**src/rtl/spi_sd_responder_if.sv**
```systemverilog
// ----------------------------------------------------------------------------
// spi_sd_responder_if
// Bundles the SPI pins, the block read port and the command status outputs of
// the SPI-mode SD card responder.
//   spi_ssn/spi_sck/spi_mosi : SPI inputs from the host (mode 3, MSB first)
//   spi_miso                 : SPI response data to the host
//   rreq/raddr/rindex/rdata  : block read port (rdata sampled 2 clk after rreq)
//   cmd_valid/cmd_index/cmd_arg/in_idle : decoded command status
// Modports: master = host/bench side, slave = responder side.
// ----------------------------------------------------------------------------
interface spi_sd_responder_if;
  logic        spi_ssn;
  logic        spi_sck;
  logic        spi_mosi;
  logic        spi_miso;
  logic        rreq;
  logic [31:0] raddr;
  logic [8:0]  rindex;
  logic [7:0]  rdata;
  logic        cmd_valid;
  logic [5:0]  cmd_index;
  logic [31:0] cmd_arg;
  logic        in_idle;

  modport master (
    output spi_ssn, spi_sck, spi_mosi, rdata,
    input  spi_miso, rreq, raddr, rindex, cmd_valid, cmd_index, cmd_arg, in_idle
  );

  modport slave (
    input  spi_ssn, spi_sck, spi_mosi, rdata,
    output spi_miso, rreq, raddr, rindex, cmd_valid, cmd_index, cmd_arg, in_idle
  );
endinterface

```
**src/rtl/spi_sd_responder.sv**
```systemverilog
// ----------------------------------------------------------------------------
// spi_sd_responder
// SPI-mode SD card emulator (target side). Oversamples ssn/sck/mosi on clk,
// decodes 6-byte command frames, returns R1/R7/R3 responses and serves CMD17
// single-block reads (0xFE token + 512 bytes from the read port + 2 CRC bytes).
// Ports:
//   clk  : system clock, at least 8x spi_sck
//   rstn : synchronous active-low reset
//   bus  : spi_sd_responder_if.slave (SPI pins, read port, command status)
// Parameters:
//   INIT_RETRIES : ACMD41 calls answered busy (0x01) before ready (0x00)
//   DATA_DELAY   : 0xFF bytes between the CMD17 R1 and the data token (0..255)
// Build option:
//   SD_RESPONDER_CRC16_EN : when defined the block CRC is CRC16-CCITT
//   (poly 0x1021, init 0x0000); otherwise the CRC bytes are 0xFF 0xFF.
// ----------------------------------------------------------------------------
module spi_sd_responder #(
  parameter int unsigned INIT_RETRIES = 1,
  parameter int unsigned DATA_DELAY   = 2
) (
  input logic             clk,
  input logic             rstn,
  spi_sd_responder_if.slave bus
);

  typedef enum logic [2:0] {
    ST_IDLE  = 3'd0,
    ST_CMD   = 3'd1,
    ST_NCR   = 3'd2,
    ST_RSP   = 3'd3,
    ST_DLY   = 3'd4,
    ST_TOKEN = 3'd5,
    ST_DATA  = 3'd6,
    ST_CRC   = 3'd7
  } state_e;

  localparam logic [7:0] RETRIES_C = INIT_RETRIES[7:0];
  localparam logic [7:0] DELAY_C   = DATA_DELAY[7:0];

`ifdef SD_RESPONDER_CRC16_EN
  // Bit-serial CRC16-CCITT update with one byte, MSB first.
  function automatic logic [15:0] crc16_byte(input logic [15:0] crc_in, input logic [7:0] data);
    logic [15:0] c;
    c = crc_in;
    for (int i = 7; i >= 0; i--) begin
      if (c[15] ^ data[i]) begin
        c = {c[14:0], 1'b0} ^ 16'h1021;
      end else begin
        c = {c[14:0], 1'b0};
      end
    end
    return c;
  endfunction
`endif

  // Synchronizer stages (m = metastable stage, s = synchronized value)
  logic ssn_m_q, ssn_s_q, sck_m_q, sck_s_q, sck_p_q, mosi_m_q, mosi_s_q;

  state_e      state_q, state_d;
  logic [2:0]  bitcnt_q, bitcnt_d;
  logic [6:0]  rx_q, rx_d;
  logic [7:0]  tx_q, tx_d;
  logic        miso_q, miso_d;
  logic [2:0]  frame_cnt_q, frame_cnt_d;
  logic [5:0]  idx_sh_q, idx_sh_d;
  logic [31:0] arg_sh_q, arg_sh_d;
  logic        cmd_valid_q, cmd_valid_d;
  logic [5:0]  cmd_index_q, cmd_index_d;
  logic [31:0] cmd_arg_q, cmd_arg_d;
  logic        is_acmd_q, is_acmd_d;
  logic        acmd_pend_q, acmd_pend_d;
  logic        in_idle_q, in_idle_d;
  logic [7:0]  acmd_cnt_q, acmd_cnt_d;
  logic [31:0] rsp_buf_q, rsp_buf_d;
  logic [2:0]  rsp_left_q, rsp_left_d;
  logic        go_data_q, go_data_d;
  logic [7:0]  dly_cnt_q, dly_cnt_d;
  logic [8:0]  data_cnt_q, data_cnt_d;
  logic [7:0]  data_buf_q, data_buf_d;
  logic        crc_cnt_q, crc_cnt_d;
  logic        rreq_q, rreq_d;
  logic        rreq_p_q, rreq_p_d;
  logic [31:0] raddr_q, raddr_d;
  logic [8:0]  rindex_q, rindex_d;
`ifdef SD_RESPONDER_CRC16_EN
  logic [15:0] crc_q, crc_d;
`endif

  logic       sck_rise, sck_fall;
  logic [7:0] rx_byte;
  logic [7:0] r1;

  assign sck_rise = ~ssn_s_q &  sck_s_q & ~sck_p_q;
  assign sck_fall = ~ssn_s_q & ~sck_s_q &  sck_p_q;
  assign rx_byte  = {rx_q, mosi_s_q};

  // Two-stage synchronizers for the asynchronous SPI pins plus sck history
  always_ff @(posedge clk) begin
    if (!rstn) begin
      ssn_m_q  <= 1'b1;
      ssn_s_q  <= 1'b1;
      sck_m_q  <= 1'b1;
      sck_s_q  <= 1'b1;
      sck_p_q  <= 1'b1;
      mosi_m_q <= 1'b1;
      mosi_s_q <= 1'b1;
    end else begin
      ssn_m_q  <= bus.spi_ssn;
      ssn_s_q  <= ssn_m_q;
      sck_m_q  <= bus.spi_sck;
      sck_s_q  <= sck_m_q;
      sck_p_q  <= sck_s_q;
      mosi_m_q <= bus.spi_mosi;
      mosi_s_q <= mosi_m_q;
    end
  end

  // Bit engine, byte-level FSM and response/read-port sequencing
  always_comb begin
    state_d     = state_q;
    bitcnt_d    = bitcnt_q;
    rx_d        = rx_q;
    tx_d        = tx_q;
    miso_d      = miso_q;
    frame_cnt_d = frame_cnt_q;
    idx_sh_d    = idx_sh_q;
    arg_sh_d    = arg_sh_q;
    cmd_valid_d = 1'b0;
    cmd_index_d = cmd_index_q;
    cmd_arg_d   = cmd_arg_q;
    is_acmd_d   = is_acmd_q;
    acmd_pend_d = acmd_pend_q;
    in_idle_d   = in_idle_q;
    acmd_cnt_d  = acmd_cnt_q;
    rsp_buf_d   = rsp_buf_q;
    rsp_left_d  = rsp_left_q;
    go_data_d   = go_data_q;
    dly_cnt_d   = dly_cnt_q;
    data_cnt_d  = data_cnt_q;
    crc_cnt_d   = crc_cnt_q;
    rreq_d      = 1'b0;
    rreq_p_d    = rreq_q;
    raddr_d     = raddr_q;
    rindex_d    = rindex_q;
    r1          = 8'h00;
`ifdef SD_RESPONDER_CRC16_EN
    crc_d       = crc_q;
`endif
    // Read data lands two cycles after the request pulse
    if (rreq_p_q) begin
      data_buf_d = bus.rdata;
    end else begin
      data_buf_d = data_buf_q;
    end

    if (ssn_s_q) begin
      bitcnt_d    = 3'd0;
      tx_d        = 8'hFF;
      miso_d      = 1'b1;
      state_d     = ST_IDLE;
      frame_cnt_d = 3'd0;
      rsp_left_d  = 3'd0;
      go_data_d   = 1'b0;
    end else begin
      // ~bitcnt selects bit 7-bitcnt: MSB first
      if (sck_fall) begin
        miso_d = tx_q[~bitcnt_q];
      end else begin
        miso_d = miso_q;
      end
      if (sck_rise) begin
        rx_d     = rx_byte[6:0];
        bitcnt_d = bitcnt_q + 3'd1;
        if (bitcnt_q == 3'd7) begin
          // Byte boundary: act on the received byte and load the next tx byte
          case (state_q)
            ST_IDLE: begin
              tx_d = 8'hFF;
              if (rx_byte[7:6] == 2'b01) begin
                idx_sh_d    = rx_byte[5:0];
                frame_cnt_d = 3'd1;
                state_d     = ST_CMD;
              end else begin
                state_d = ST_IDLE;
              end
            end
            ST_CMD: begin
              tx_d = 8'hFF;
              if (frame_cnt_q == 3'd5) begin
                // CRC byte ignored; publish the frame
                cmd_valid_d = 1'b1;
                cmd_index_d = idx_sh_q;
                cmd_arg_d   = arg_sh_q;
                is_acmd_d   = acmd_pend_q;
                acmd_pend_d = 1'b0;
                state_d     = ST_NCR;
              end else begin
                arg_sh_d    = {arg_sh_q[23:0], rx_byte};
                frame_cnt_d = frame_cnt_q + 3'd1;
              end
            end
            ST_NCR: begin
              rsp_buf_d  = 32'h0000_0000;
              rsp_left_d = 3'd0;
              go_data_d  = 1'b0;
              if (is_acmd_q && (cmd_index_q == 6'd41)) begin
                if (acmd_cnt_q < RETRIES_C) begin
                  acmd_cnt_d = acmd_cnt_q + 8'd1;
                  r1         = 8'h01;
                end else begin
                  in_idle_d = 1'b0;
                  r1        = 8'h00;
                end
              end else begin
                case (cmd_index_q)
                  6'd0: begin
                    in_idle_d = 1'b1;
                    r1        = 8'h01;
                  end
                  6'd8: begin
                    r1         = {7'd0, in_idle_q};
                    rsp_buf_d  = {24'h00_0001, cmd_arg_q[7:0]};
                    rsp_left_d = 3'd4;
                  end
                  6'd58: begin
                    r1         = {7'd0, in_idle_q};
                    rsp_buf_d  = 32'hC0FF_8000;
                    rsp_left_d = 3'd4;
                  end
                  6'd55: begin
                    r1          = {7'd0, in_idle_q};
                    acmd_pend_d = 1'b1;
                  end
                  6'd16: begin
                    r1 = {7'd0, in_idle_q};
                  end
                  6'd17: begin
                    if (in_idle_q) begin
                      r1 = 8'h05;
                    end else begin
                      r1        = 8'h00;
                      raddr_d   = cmd_arg_q;
                      rindex_d  = 9'd0;
                      go_data_d = 1'b1;
                    end
                  end
                  default: begin
                    r1 = {5'd0, 1'b1, 1'b0, in_idle_q};
                  end
                endcase
              end
              tx_d    = r1;
              state_d = ST_RSP;
            end
            ST_RSP: begin
              if (rsp_left_q != 3'd0) begin
                tx_d       = rsp_buf_q[31:24];
                rsp_buf_d  = {rsp_buf_q[23:0], 8'h00};
                rsp_left_d = rsp_left_q - 3'd1;
              end else if (go_data_q) begin
                go_data_d = 1'b0;
                if (DELAY_C == 8'd0) begin
                  tx_d     = 8'hFE;
                  rreq_d   = 1'b1;
                  rindex_d = 9'd0;
                  state_d  = ST_TOKEN;
                end else begin
                  tx_d      = 8'hFF;
                  dly_cnt_d = 8'd1;
                  state_d   = ST_DLY;
                end
              end else begin
                tx_d    = 8'hFF;
                state_d = ST_IDLE;
              end
            end
            ST_DLY: begin
              if (dly_cnt_q == DELAY_C) begin
                tx_d     = 8'hFE;
                rreq_d   = 1'b1;
                rindex_d = 9'd0;
                state_d  = ST_TOKEN;
              end else begin
                tx_d      = 8'hFF;
                dly_cnt_d = dly_cnt_q + 8'd1;
              end
            end
            ST_TOKEN: begin
              // Byte 0 was fetched while the token was sent; prefetch byte 1
              tx_d       = data_buf_q;
              data_cnt_d = 9'd0;
              rreq_d     = 1'b1;
              rindex_d   = 9'd1;
              state_d    = ST_DATA;
`ifdef SD_RESPONDER_CRC16_EN
              crc_d      = crc16_byte(16'h0000, data_buf_q);
`endif
            end
            ST_DATA: begin
              if (data_cnt_q == 9'd511) begin
`ifdef SD_RESPONDER_CRC16_EN
                tx_d = crc_q[15:8];
`else
                tx_d = 8'hFF;
`endif
                crc_cnt_d = 1'b0;
                state_d   = ST_CRC;
              end else begin
                tx_d       = data_buf_q;
                data_cnt_d = data_cnt_q + 9'd1;
`ifdef SD_RESPONDER_CRC16_EN
                crc_d      = crc16_byte(crc_q, data_buf_q);
`endif
                // Byte data_cnt+1 goes out now; prefetch data_cnt+2 if it exists
                if (data_cnt_q != 9'd510) begin
                  rreq_d   = 1'b1;
                  rindex_d = data_cnt_q + 9'd2;
                end else begin
                  rreq_d = 1'b0;
                end
              end
            end
            ST_CRC: begin
              if (!crc_cnt_q) begin
`ifdef SD_RESPONDER_CRC16_EN
                tx_d = crc_q[7:0];
`else
                tx_d = 8'hFF;
`endif
                crc_cnt_d = 1'b1;
              end else begin
                tx_d    = 8'hFF;
                state_d = ST_IDLE;
              end
            end
            default: begin
              tx_d    = 8'hFF;
              state_d = ST_IDLE;
            end
          endcase
        end else begin
          state_d = state_q;
        end
      end else begin
        bitcnt_d = bitcnt_q;
      end
    end
  end

  // State and output registers
  always_ff @(posedge clk) begin
    if (!rstn) begin
      state_q     <= ST_IDLE;
      bitcnt_q    <= 3'd0;
      rx_q        <= 7'd0;
      tx_q        <= 8'hFF;
      miso_q      <= 1'b1;
      frame_cnt_q <= 3'd0;
      idx_sh_q    <= 6'd0;
      arg_sh_q    <= 32'd0;
      cmd_valid_q <= 1'b0;
      cmd_index_q <= 6'd0;
      cmd_arg_q   <= 32'd0;
      is_acmd_q   <= 1'b0;
      acmd_pend_q <= 1'b0;
      in_idle_q   <= 1'b1;
      acmd_cnt_q  <= 8'd0;
      rsp_buf_q   <= 32'd0;
      rsp_left_q  <= 3'd0;
      go_data_q   <= 1'b0;
      dly_cnt_q   <= 8'd0;
      data_cnt_q  <= 9'd0;
      data_buf_q  <= 8'd0;
      crc_cnt_q   <= 1'b0;
      rreq_q      <= 1'b0;
      rreq_p_q    <= 1'b0;
      raddr_q     <= 32'd0;
      rindex_q    <= 9'd0;
`ifdef SD_RESPONDER_CRC16_EN
      crc_q       <= 16'h0000;
`endif
    end else begin
      state_q     <= state_d;
      bitcnt_q    <= bitcnt_d;
      rx_q        <= rx_d;
      tx_q        <= tx_d;
      miso_q      <= miso_d;
      frame_cnt_q <= frame_cnt_d;
      idx_sh_q    <= idx_sh_d;
      arg_sh_q    <= arg_sh_d;
      cmd_valid_q <= cmd_valid_d;
      cmd_index_q <= cmd_index_d;
      cmd_arg_q   <= cmd_arg_d;
      is_acmd_q   <= is_acmd_d;
      acmd_pend_q <= acmd_pend_d;
      in_idle_q   <= in_idle_d;
      acmd_cnt_q  <= acmd_cnt_d;
      rsp_buf_q   <= rsp_buf_d;
      rsp_left_q  <= rsp_left_d;
      go_data_q   <= go_data_d;
      dly_cnt_q   <= dly_cnt_d;
      data_cnt_q  <= data_cnt_d;
      data_buf_q  <= data_buf_d;
      crc_cnt_q   <= crc_cnt_d;
      rreq_q      <= rreq_d;
      rreq_p_q    <= rreq_p_d;
      raddr_q     <= raddr_d;
      rindex_q    <= rindex_d;
`ifdef SD_RESPONDER_CRC16_EN
      crc_q       <= crc_d;
`endif
    end
  end

  assign bus.spi_miso  = miso_q;
  assign bus.rreq      = rreq_q;
  assign bus.raddr     = raddr_q;
  assign bus.rindex    = rindex_q;
  assign bus.cmd_valid = cmd_valid_q;
  assign bus.cmd_index = cmd_index_q;
  assign bus.cmd_arg   = cmd_arg_q;
  assign bus.in_idle   = in_idle_q;

endmodule
```
**src/flat_wrapper.sv**
```systemverilog
// flat-port wrapper written by rule: the top's interface ports become plain ports
module spi_sd_responder_flat 
#(
  parameter int unsigned INIT_RETRIES = 1,
  parameter int unsigned DATA_DELAY   = 2
)
  (clk, rstn, bus_spi_ssn, bus_spi_sck, bus_spi_mosi, bus_rdata, bus_spi_miso, bus_rreq, bus_raddr, bus_rindex, bus_cmd_valid, bus_cmd_index, bus_cmd_arg, bus_in_idle);
  spi_sd_responder_if bus_i ();
  input logic clk;
  input logic rstn;
  input wire logic [$bits(bus_i.spi_ssn)-1:0] bus_spi_ssn;
  input wire logic [$bits(bus_i.spi_sck)-1:0] bus_spi_sck;
  input wire logic [$bits(bus_i.spi_mosi)-1:0] bus_spi_mosi;
  input wire logic [$bits(bus_i.rdata)-1:0] bus_rdata;
  output wire logic [$bits(bus_i.spi_miso)-1:0] bus_spi_miso;
  output wire logic [$bits(bus_i.rreq)-1:0] bus_rreq;
  output wire logic [$bits(bus_i.raddr)-1:0] bus_raddr;
  output wire logic [$bits(bus_i.rindex)-1:0] bus_rindex;
  output wire logic [$bits(bus_i.cmd_valid)-1:0] bus_cmd_valid;
  output wire logic [$bits(bus_i.cmd_index)-1:0] bus_cmd_index;
  output wire logic [$bits(bus_i.cmd_arg)-1:0] bus_cmd_arg;
  output wire logic [$bits(bus_i.in_idle)-1:0] bus_in_idle;
  assign bus_i.spi_ssn = bus_spi_ssn;
  assign bus_i.spi_sck = bus_spi_sck;
  assign bus_i.spi_mosi = bus_spi_mosi;
  assign bus_i.rdata = bus_rdata;
  assign bus_spi_miso = bus_i.spi_miso;
  assign bus_rreq = bus_i.rreq;
  assign bus_raddr = bus_i.raddr;
  assign bus_rindex = bus_i.rindex;
  assign bus_cmd_valid = bus_i.cmd_valid;
  assign bus_cmd_index = bus_i.cmd_index;
  assign bus_cmd_arg = bus_i.cmd_arg;
  assign bus_in_idle = bus_i.in_idle;
  spi_sd_responder #(.INIT_RETRIES(INIT_RETRIES), .DATA_DELAY(DATA_DELAY)) u_core (.clk(clk), .rstn(rstn), .bus(bus_i));
endmodule
```
**config.mk**
```make
export PLATFORM = sky130hd
export DESIGN_NAME = spi_sd_responder_flat
export DESIGN_NICKNAME = d
export VERILOG_FILES = /design/src/rtl/spi_sd_responder_if.sv /design/src/rtl/spi_sd_responder.sv /design/src/flat_wrapper.sv
export SDC_FILE = /design/constraint.sdc
export NUM_CORES = 1
export LEC_CHECK = 0
export ABC_AREA = 1
export BUFFER_PORTS_ARGS = -buffer_cell sky130_fd_sc_hd__buf_2
export CAP_MARGIN = 10
export CELL_PAD_IN_SITES_DETAIL_PLACEMENT = 1
export CELL_PAD_IN_SITES_GLOBAL_PLACEMENT = 2
export CORE_MARGIN = 1
export CORE_UTILIZATION = 30
export DETAILED_ROUTE_END_ITERATION = 10
export PLACE_DENSITY_LB_ADDON = 0.1
export SETUP_SLACK_MARGIN = 0.1
export SLEW_MARGIN = 20
export SYNTH_ARGS = -nofsm -noshare
export SYNTH_HDL_FRONTEND = slang
export SYNTH_SLANG_ARGS = --single-unit
```
**constraint.sdc**
```tcl
create_clock -name clk -period 1.8 [get_ports clk]
set_input_delay 0.27 -clock clk [delete_from_list [all_inputs] [get_ports clk]]
set_output_delay 0.27 -clock clk [all_outputs]
set_load 0.03 [all_outputs]
```
# After elaboration in Yosys (flattened, before gate mapping)
# Cells that the tools add are included.
# totals
regBits	225
in_bits	13
output_inout_bits	83
word_cells	190
# classes
add_sub_neg	7
magnitude_cmp	2
eq_ne	36
muxes	61
bitwise	15
n_reduce_logical	36
# ops
cell	count
32-bit one-hot mux with 2 select lines	2
32-bit two-way mux	2
9-bit two-way mux	7
8-bit two-way mux	6
8-bit one-hot mux with 6 select lines	1
3-bit two-way mux	12
9-bit one-hot mux with 4 select lines	1
5-bit AND reduction	7
7-bit AND reduction	4
3-bit one-hot mux with 8 select lines	1
8-bit one-hot mux with 3 select lines	1
1-bit two-way mux	19
3-bit == test (second input constant)	6
6-bit == test (second input constant)	3
2-bit by 1-bit != test with 1-bit output (second input constant)	9
9-bit one-hot mux with 2 select lines	1
8-bit by 1-bit adder with 8-bit output (second input constant)	2
2-bit != test (second input constant)	8
8-bit one-hot mux with 2 select lines	1
2-bit nonzero test	7
6-bit by 5-bit == test with 1-bit output (second input constant)	2
3-bit one-hot mux with 2 select lines	2
6-bit AND reduction	2
1-bit NOT	10
30 further kinds	41

# Depth between registers and ports, before layout
# depth
word_depth	5
depth_mapped	14

# Worst setup path before layout
# OpenSTA, ideal clock, no wires.
# synth_timing
kind	register to register
startpoint	register u_core.bitcnt_q[0]
endpoint	register u_core.rsp_buf_q[0]
t_arrival_ns	1.573
required_time_ns	1.684
setup_slack_ns	0.111
stages_incl_launch_ff	10
path_buffers	2
path_cell_list	dfxtp_1 -> ha_1 -> ha_1 -> inv_1 -> nor2_4 -> buf_4 -> nand3_1 -> buf_2 -> a21oi_1 -> nor2_1
# synth_via
elab_chain_cells	2
# synth_rtl
element	line_no	rtl
from (decl)	spi_sd_responder.sv:60	logic [2:0] bitcnt_q, bitcnt_d;
from (signal assigned)	spi_sd_responder.sv:384	bitcnt_q <= bitcnt_d;
3-bit == test	spi_sd_responder.sv:174	if (bitcnt_q == 3'd7) begin
5-bit AND reduction (no source line)	--	
to (signal assigned)	spi_sd_responder.sv:398	rsp_buf_q <= rsp_buf_d;
to (decl)	spi_sd_responder.sv:74	logic [31:0] rsp_buf_q, rsp_buf_d;
# Every way passes these cells.
# A chain may end at the register's enable or synchronous reset.

# Final worst setup path
# layout_timing
startpoint	register u_core.bitcnt_q[1]
endpoint	register u_core.cmd_arg_q[17] (netlist: u_core.bus.cmd_arg[17])
# layout_via
elab_chain_cells	2
# layout_rtl
element	line_no	rtl
3-bit == test	spi_sd_responder.sv:174	
5-bit AND reduction (no source line)	--	
to (signal assigned)	spi_sd_responder.sv:393	cmd_arg_q <= cmd_arg_d;
to (decl)	spi_sd_responder.sv:69	logic [31:0] cmd_arg_q, cmd_arg_d;
# Every way passes these cells.

==> flow_metrics.env <==
export IMPL_num_rows=64
export IMPL_fin_crit_sh=0.996
export IMPL_cts_tree="yes"
export IMPL_cts_sinks=225
export IMPL_mostFrequentLayoutCell="nor2_1"
export IMPL_ir_drop_mv=0.539
export IMPL_crit_family="buffers and inverters"
export IMPL_root_buffer="clkbuf_16"
export IMPL_hp_class="in2reg"
export IMPL_synth_area_per_cell_um2=7.41
export IMPL_synthDistinctLibCells=37
export IMPL_critPathArrivalTime_ns=2.22
export IMPL_vias=8825
export IMPL_finClkSkew_ns=0.0154
export IMPL_grt_usage=0.184
export IMPL_cp_required_ns=2.22
export IMPL_area_delta_synth_final_pct=43.1
export IMPL_yosys_area_top_type="dfxtp_1"
export IMPL_min_to="u_core.data_buf_q[1]$_SDFFE_PN0P_"
export IMPL_die_h_um=179
export IMPL_outcome="finished, final reports clean"
export IMPL_drive_above_1_share=0.327
export IMPL_yosys_top_cells_area="dfxtp_1 48%, nor2_1 11%, o21ai_0 9.4%, nand2_1 7.3%, a21oi_1 4.7%"
export IMPL_finalNonFillerCells=1887
export IMPL_place_congestion=0.820
export IMPL_r2r_end="u_core.bus.cmd_arg[17]$_SDFFE_PN0P_"
export IMPL_drc=0
export IMPL_synthArstFlopShare=0
export IMPL_synth_nets=1297
export IMPL_power_density_nw_per_um2=777
export IMPL_fmax_ghz=0.558
export IMPL_place_hpwl_mm=19.5
export IMPL_drt_pass1_iterations=4
export IMPL_vias_per_cell=4.68
export IMPL_yosys_warnings=0
export IMPL_r2r_cells=11
export IMPL_diodes=0
export IMPL_dp_cells=1780
export IMPL_setup_ws_ns=0.00738
export IMPL_final_cell_mix="222 x nor2_1, 214 x dfxtp_1, 154 x nand2_1, 140 x o21ai_0, 95 x buf_2"
export IMPL_hold_violations=0
export IMPL_path_clk_slew_ns=0.06
export IMPL_relSlewSlack=0.731
export IMPL_p_leak_uw=0.00573
export IMPL_grt_pass1_wl_mm=47.0
export IMPL_min_from="bus_rdata[1]"
export IMPL_synth_edf_count=0
export IMPL_grt_max_degree=50
export IMPL_start_util=0.306
export IMPL_cp_slowest_cell="dfxtp_2"
export IMPL_final_antenna_net_count=0
export IMPL_ys_ff_latch=225
export IMPL_synth_top_area_share=0.480
export IMPL_clk_latency_ns=0.54
export IMPL_drv_slew=0
export IMPL_r2r_slack_ns=0.007
export IMPL_die_w_um=179
export IMPL_antenna_found_initial=0
export IMPL_endpoint_kind="register"
export IMPL_synth_ff_type="dfxtp_1"
export IMPL_crit_top_cell="ha_4"
export IMPL_setup_violations=0
export IMPL_max_stage_delay_ns=0.33
export IMPL_htree_levels=1
export IMPL_maxCapViolCount=0
export IMPL_fp_coreArea_um2=30700
export IMPL_wl_mm=31.1
export IMPL_fin_nets=1507
export IMPL_rsz0062_at_grt="true"
export IMPL_io_buffers=95
export IMPL_hold_path_depth=3
export IMPL_crit_type="reg2reg"
export IMPL_crit_buf_inv=5
export IMPL_crit_path_cell_trace="ha_4 -> ha_4 -> inv_4 -> nor2_4 -> buf_4 -> nand2_4 -> buf_12 -> clkinvlp_4 -> clkbuf_16 -> nor2_2 -> nor2_1"
export IMPL_cts_buffers=27
export IMPL_crit_path_max_fanout=7
export IMPL_die_area_um2=32000
export IMPL_r2r_start="u_core.bitcnt_q[1]$_SDFFE_PP0P_"
export IMPL_dp_slack_ns=-0.127
export IMPL_io_pins=96
export IMPL_period_minus_slack_ns=1.79
export IMPL_synth_area_um2=9380
export IMPL_drt_wirelength_per_cell_um=16.5
export IMPL_clockBufferDepth=3
export IMPL_ys_seq_area_frac=0.480
export IMPL_start_kind="register"
export IMPL_gr_total_overflow=0
export IMPL_grt_pass1_vias=8685
export IMPL_drtIter0Drc=375
export IMPL_worst_pin_slew_ns=0.399
export IMPL_synth_cells=1266
routing by layer:
layer	track usage	up-vias	share of wire
li1	-	4534	-
met1	0.242	4174	0.48
met2	0.315	80	0.48
met3	0.0242	37	0.028
met4	0.0448	0	0.014
met5	0	-	0
worst register-to-register path, delay by kind of cell, from the launching register on:
kind,cells,cell delay (ns)
buffers and inverters,5,0.79
DFF,1,0.33
adders and majority gates,2,0.32
and+or+nand+nor,4,0.24
stage by stage:
stage,utilization,hold slack [ns],area (um2),TNS (ns),power [uW]
after global placement,0.352,0.407,10800,-0.954,5280
final,0.438,0.0258,13400,0,10400
after floorplan,-,0.377,9380,0,5190
after detailed placement,0.352,0.402,10800,-3.13,5280
after CTS,0.399,0.0124,12200,0,10600
after global routing,0.438,0.0263,13400,-1.22,10800
synthesized netlist by cell type (2+ instances only):
library cell,count
nor2_1,268
dfxtp_1,225
nand2_1,182
o21ai_0,177
inv_1,93
a21oi_1,88
nand3_1,50
clkbuf_1,28
buf_2,19
ha_1,18
a31oi_1,13
nand4_1,12
nor3_1,10
nor2_4,9
buf_6,8
inv_2,8
or2_2,8
buf_4,6
nor2_2,6
o21ai_1,6
nand2_2,5
xor2_1,5
o211ai_1,4
a211oi_1,2
clkbuf_2,2
nand2_4,2
nand3_2,2
sequential cells by signal (all words and copies together) (netlist names), 3 cells and up:
signal                flops
u_core.bus.raddr         32
u_core.rsp_left_q         3
u_core.frame_cnt_q        3
u_core.data_buf_q         8
u_core.data_cnt_q         9
u_core.tx_q               8
u_core.rx_q               7
u_core.bus.cmd_index      6
u_core.state_q            3
u_core.acmd_cnt_q         8
u_core.rsp_buf_q         32
u_core.bus.cmd_arg       32
u_core.bitcnt_q           3
u_core.dly_cnt_q          8
u_core.bus.rindex         9
u_core.arg_sh_q          32
u_core.idx_sh_q           6
layout make-up:
class	count	area, um2
clock inverters	3	43.8
repair buffers	243	2160
fillers	3686	17200
clock buffers	41	798
multi-input cells	876	4990
well taps	396	495
flip-flops and latches	225	4520
inverters	103	427
power breakdown:
group	leakage (uW)	total (uW)	switching [uW]	internal, uW
clock network	0.000414	5260	2100	3150
registers	0.00182	4990	4.65	4990
logic	0.00349	191	118	72.8
total	0.00573	10400	2230	8210
cell families after synthesis:
group	after synthesis	synth area share
compound gates	295	0.163
simple gates	557	0.250
buf+inv	166	0.0781
fa+ha+maj	18	0.0240
flops	225	0.480
xor+xnor	5	0.00467
repair_timing:
action,4_1_cts,5_1_grt
pin swaps,33,55
gates cloned,5,14
hold buffers,5,0
buffers inserted,15,26
gates resized for setup,95,213
hold endpoints to repair,5,0
endpoints found under the setup margin,172,156
worst max-delay path by stage:
stage | start | endpoint | slack, ns | depth (start not counted)
floorplan | u_core.bitcnt_q[0]$_SDFFE_PP0P_ | u_core.rsp_buf_q[0]$_SDFFE_PN0P_ | 0.11 | 9
global placement | u_core.bitcnt_q[1]$_SDFFE_PP0P_ | u_core.bus.rindex[0]$_SDFFE_PN0P_ | -0.11 | 10
detailed placement | u_core.bitcnt_q[1]$_SDFFE_PP0P_ | u_core.bus.rindex[3]$_SDFFE_PN0P_ | -0.13 | 11
CTS | u_core.bitcnt_q[1]$_SDFFE_PP0P_ | u_core.bus.rindex[1]$_SDFFE_PN0P_ | 0.06 | 11
global route | u_core.bitcnt_q[1]$_SDFFE_PP0P_ | u_core.bus.cmd_arg[20]$_SDFFE_PN0P_ | -0.06 | 11
finish | u_core.bitcnt_q[1]$_SDFFE_PP0P_ | u_core.bus.cmd_arg[17]$_SDFFE_PN0P_ | 0.007 | 11
Note: power is estimated with default switching activity, not from simulation.
